==> src/rtl/pipe_stage_reg.sv <==
// Purpose : one pipeline register between CPU stages (ID/EX, EX/MEM, MEM/WB) with handshake, flush and bubble ctrl zeroing.
// Latency : a word accepted at edge N appears on out_* in cycle N+1; one word per cycle while out_ready=1.
// Backpr. : out_ready=0 stalls the held word; with PIPE_STAGE_SKID_EN one extra word is absorbed and in_ready is registered.
//
// Ports:
//   clk, reset (async, active-low), flush (sync, highest priority)
//   in_valid/in_ready/in_data/in_ctrl      upstream side
//   out_valid/out_ready/out_data/out_ctrl  downstream side (out_ctrl is zero whenever out_valid=0)
//   occupancy                              number of held entries (0..2 with skid, 0..1 without)
// Build option: define PIPE_STAGE_SKID_EN to add the skid entry S and a registered in_ready.

module pipe_stage_reg #(
   parameter int DATA_W              = 32,
   parameter int CTRL_W              = 16,
   parameter int CLEAR_DATA_ON_FLUSH = 0
) (
   input  logic              clk,
   input  logic              reset,
   input  logic              flush,
   input  logic              in_valid,
   output logic              in_ready,
   input  logic [DATA_W-1:0] in_data,
   input  logic [CTRL_W-1:0] in_ctrl,
   output logic              out_valid,
   input  logic              out_ready,
   output logic [DATA_W-1:0] out_data,
   output logic [CTRL_W-1:0] out_ctrl,
   output logic [1:0]        occupancy
);

   // main entry M, always the one driving out_*
   logic              r_m_vld;
   logic [DATA_W-1:0] r_m_data;
   logic [CTRL_W-1:0] r_m_ctrl;

   logic w_accept;
   logic w_issue;
   logic w_s_vld;

   assign w_accept = in_valid & in_ready;
   assign w_issue  = r_m_vld & out_ready;

   assign out_valid = r_m_vld;
   assign out_data  = r_m_data;
   // gate ctrl so a bubble can never carry regWrite/memWrite/jump downstream
   assign out_ctrl  = r_m_vld ? r_m_ctrl : '0;
   assign occupancy = {1'b0, r_m_vld} + {1'b0, w_s_vld};

`ifdef PIPE_STAGE_SKID_EN

   logic              r_s_vld;
   logic [DATA_W-1:0] r_s_data;
   logic [CTRL_W-1:0] r_s_ctrl;
   logic              r_in_rdy;

   logic w_m_load_in;
   logic w_m_load_s;
   logic w_m_clr;
   logic w_s_load;
   logic w_s_clr;
   logic w_s_vld_nxt;

   assign w_s_vld  = r_s_vld;
   // registered ready: low while S holds a word, low throughout reset
   assign in_ready = r_in_rdy;

   always_comb begin
      w_m_load_in = 1'b0;
      w_m_load_s  = 1'b0;
      w_m_clr     = 1'b0;
      w_s_load    = 1'b0;
      w_s_clr     = 1'b0;
      if (r_s_vld) begin
         // in_ready is low here, so no accept can coincide with S draining
         if (w_issue) begin
            w_m_load_s = 1'b1;
            w_s_clr    = 1'b1;
         end
      end else if (w_accept) begin
         if (!r_m_vld || w_issue) begin
            w_m_load_in = 1'b1;
         end else begin
            w_s_load = 1'b1;
         end
      end else if (w_issue) begin
         w_m_clr = 1'b1;
      end
      w_s_vld_nxt = (r_s_vld & ~w_s_clr) | w_s_load;
   end

   always_ff @(posedge clk or negedge reset) begin
      if (!reset) begin
         r_m_vld  <= 1'b0;
         r_m_data <= '0;
         r_m_ctrl <= '0;
         r_s_vld  <= 1'b0;
         r_s_data <= '0;
         r_s_ctrl <= '0;
         r_in_rdy <= 1'b0;
      end else if (flush) begin
         // any issue this cycle has already completed downstream; accept is dropped
         r_m_vld  <= 1'b0;
         r_m_ctrl <= '0;
         r_s_vld  <= 1'b0;
         r_s_ctrl <= '0;
         r_in_rdy <= 1'b1;
         if (CLEAR_DATA_ON_FLUSH != 0) begin
            r_m_data <= '0;
            r_s_data <= '0;
         end
      end else begin
         if (w_m_load_in) begin
            r_m_vld  <= 1'b1;
            r_m_data <= in_data;
            r_m_ctrl <= in_ctrl;
         end else if (w_m_load_s) begin
            r_m_vld  <= 1'b1;
            r_m_data <= r_s_data;
            r_m_ctrl <= r_s_ctrl;
         end else if (w_m_clr) begin
            r_m_vld  <= 1'b0;
         end
         if (w_s_load) begin
            r_s_vld  <= 1'b1;
            r_s_data <= in_data;
            r_s_ctrl <= in_ctrl;
         end else if (w_s_clr) begin
            r_s_vld  <= 1'b0;
         end
         r_in_rdy <= ~w_s_vld_nxt;
      end
   end

`else

   // r_live keeps in_ready low during reset and up to the first edge after release
   logic r_live;

   assign w_s_vld  = 1'b0;
   assign in_ready = r_live & (~r_m_vld | out_ready);

   always_ff @(posedge clk or negedge reset) begin
      if (!reset) begin
         r_live   <= 1'b0;
         r_m_vld  <= 1'b0;
         r_m_data <= '0;
         r_m_ctrl <= '0;
      end else begin
         r_live <= 1'b1;
         if (flush) begin
            r_m_vld  <= 1'b0;
            r_m_ctrl <= '0;
            if (CLEAR_DATA_ON_FLUSH != 0) begin
               r_m_data <= '0;
            end
         end else if (w_accept) begin
            r_m_vld  <= 1'b1;
            r_m_data <= in_data;
            r_m_ctrl <= in_ctrl;
         end else if (w_issue) begin
            r_m_vld  <= 1'b0;
         end
      end
   end

`endif

endmodule

==> config.mk <==
export PLATFORM = sky130hd
export DESIGN_NAME = pipe_stage_reg
export DESIGN_NICKNAME = d
export VERILOG_FILES = /design/src/rtl/pipe_stage_reg.sv
export SDC_FILE = /design/constraint.sdc
export NUM_CORES = 1
export LEC_CHECK = 0
export BUFFER_PORTS_ARGS = -buffer_cell sky130_fd_sc_hd__buf_2
export CORE_MARGIN = 4
export CORE_UTILIZATION = 45
export CTS_BUF_LIST = sky130_fd_sc_hd__clkbuf_8
export DETAILED_ROUTE_END_ITERATION = 10
export PLACE_DENSITY = 0.79
export SYNTH_ARGS = -nofsm -noshare
export SYNTH_HDL_FRONTEND = slang
export SYNTH_SLANG_ARGS = --single-unit
==> constraint.sdc <==
create_clock -name clk -period 1.78 [get_ports clk]
set_input_delay 0 -clock clk [delete_from_list [all_inputs] [get_ports clk]]
set_output_delay 0 -clock clk [all_outputs]
set_load 0.005 [all_outputs]
==> flow_metrics.tcl <==
set metrics [dict create \
    leakagePower_uw 0.00159 \
    nets 340 \
    die_x_um 74.5 \
    critPathLaunchType "register" \
    vias 1652 \
    most-common-layout-cells "buf_2 (103), dlygate4sd3_1 (50), dfrtp_1 (50), mux2_2 (32), and2_1 (17)" \
    finalHoldViolCount 0 \
    p_comb_share_pct 21.8 \
    tightest_slew_ns 0.562 \
    wire_per_inst_um 15.4 \
    cts_buffer_depth 2 \
    clkPwrFrac_pct 25.1 \
    syn-instance-count 131 \
    clock.fmax_mhz 658 \
    grt_max_degree 27 \
    gp_congestion 0.684 \
    totalNegativeSetupSlack_ns 0 \
    period_share_pct 85.4 \
    antenna_found_initial 0 \
    start_util_pct 48.0 \
    drive_gt1_share_pct 52.1 \
    cts.sinks 50 \
    max_stage_delay_ns 0.40 \
    cp.required_ns 1.96 \
    p_sw_uw 640 \
    clkSlewWorstSetupHoldPaths_ns 0.08 \
    path_max_fanout 19 \
    cp-end-kind "register" \
    layout.cells.non_filler 338 \
    diodes 0 \
    rrSetupSlack_ns 0.26 \
    grt_pass1_wl_um 8350 \
    final_common_cell "buf_2" \
    ctsHoldBuffers 50 \
    critPathKind "register to register" \
    grt_usage_pct 19.9 \
    drv_slew 0 \
    status "finished clean" \
    io_pins 105 \
    syn_area_per_cell_sq_um 15.2 \
    syn-num-nets 184 \
    dp_cells 280 \
    synth_area_sq_um 1990 \
    peakVddDrop_mv 0.550 \
    period_minus_slack_ns 1.52 \
    seqPwrFrac_pct 53.1 \
    die_area_sq_um 5550 \
    swShare_pct 24.5 \
    insertion_delay_ns 0.29 \
    core_area_sq_um 4140 \
    cts_resized 0 \
    port_buffers 103 \
    cts-root-buf "clkbuf_8" \
    viasPerCell 4.89 \
    synth-seq-cells 50 \
    drtPass1Iterations 4 \
    slowest_stage "dfrtp_1" \
    cts_setup_buffers 0 \
    slew_headroom_pct 62.5 \
    hold_slack_ns 0.0131 \
    row_count 23 \
    intPower_uw 1970 \
    cts_tree "yes" \
    dieHeight_um 74.5 \
    num-fill-cells 274 \
    area_delta_synth_final_pct 57.3 \
    crit_chain "nand2b_2, and4b_2, buf_4, mux2_2" \
    drt_iter0_drc 55 \
    numCtsBuffers 5 \
    drt-total-wl_um 5220 \
    finish.utilization_pct 75.5 \
    dp_hpwl_um 3110 \
    critPathArrivalTime_ns 1.70 \
    rsz0062_at_grt "false" \
    maxCapViolCount 0 \
    powerDensity_nw_per_um2 834 \
    ant_nets 0 \
    grt.overflow.total 0 \
    htreeDepth 2 \
    drc_errors 0 \
    ys_warn_count 0 \
    grt_pass1_vias 1798 \
    skew_ns 0.00484 \
    min_path_type "input port to register" \
    synth.distinct_cells 12 \
    yosysSeqAreaShare_pct 62.9 \
    setup_violations 0 \
]
cells in the mapped netlist, drive strengths merged:
| cell | number | area (sq um) |
|---|---|---|
| a22o | 16 | 140 |
| a31oi | 1 | 6.26 |
| and2 | 17 | 106 |
| and4b | 1 | 10.0 |
| buf | 9 | 86.3 |
| clkbuf | 1 | 3.75 |
| conb | 2 | 7.51 |
| dfrtp | 50 | 1250 |
| mux2 | 32 | 360 |
| nand2b | 1 | 8.76 |
| o21bai | 1 | 7.51 |
registers in the layout, indices dropped and copies added (netlist names):
name       cells
out_data      32
r_m_ctrl      16
out_valid      1
r_live         1
final timing paths:
| path | cells past startpoint | startpoint | to |
|---|---|---|---|
| max | 4 | out_valid$_DFFE_PN0P_ | out_data[28]$_DFFE_PN0P_ |
| min | 3 | out_ready | out_valid$_DFFE_PN0P_ |
| max reg2reg | 4 | out_valid$_DFFE_PN0P_ | out_data[28]$_DFFE_PN0P_ |
| min reg2reg | 1 | r_m_ctrl[4]$_DFFE_PN0P_ | r_m_ctrl[4]$_DFFE_PN0P_ |
| max in group asynchronous | 3 | reset | r_m_ctrl[0]$_DFFE_PN0P_ |
| min in group asynchronous | 2 | reset | out_data[14]$_DFFE_PN0P_ |
per-stage QoR:
stage	total power (uW)	instance area (sq um)	worst slack, ns
after floorplan	1620	1990	0.325
after global placement	1870	2530	0.319
after detailed placement	1890	2530	0.275
after CTS	2620	3130	0.260
after global routing	2750	3130	0.203
final	2610	3130	0.259
layer usage:
| metal | track usage (%) | wire length, um | vias to the layer above |
|---|---|---|---|
| li1 | - | - | 766 |
| met1 | 22.4 | 1980 | 789 |
| met3 | 7.57 | 564 | 10 |
| met5 | 0 | 0 | - |
| met4 | 6.52 | 94 | 0 |
| met2 | 34.7 | 2580 | 87 |
area by class of cell:
| type | count | area (sq um) | share of cell area, % |
|---|---|---|---|
| sequential | 50 | 1250 | 40.0 |
| clock buffer | 6 | 82.6 | 2.64 |
| timing repair buffer | 159 | 1070 | 34.3 |
| multi-input combinational | 71 | 648 | 20.7 |
| clock inverter | 2 | 8.76 | 0.280 |
| tap | 50 | 62.6 | 2.00 |
worst max-delay path: cells and delay by family (launching register included):
kind	cells	cell delay [ns]
buf+inv	1	0.26
flops	1	0.40
mux	1	0.37
simple gates	2	0.38
power groups by stage:
stage / logic (uW) / registers [uW] / clock network (uW)
2_1_floorplan: 198 / 1420 / 0
3_3_place_gp: 469 / 1400 / 0
3_5_place_dp: 484 / 1400 / 0
4_1_cts: 566 / 1380 / 672
5_1_grt: 629 / 1410 / 718
6_report: 569 / 1390 / 654
cell families after synthesis:
logic type	Yosys count	synth area share, %
AO/OA/AOI/OAI	18	7.74
buffers and inverters	10	4.53
flip-flops	50	62.9
multiplexers	32	18.1
other	2	0.378
AND/OR/NAND/NOR	19	6.29
(Power assumes the default switching activity.)
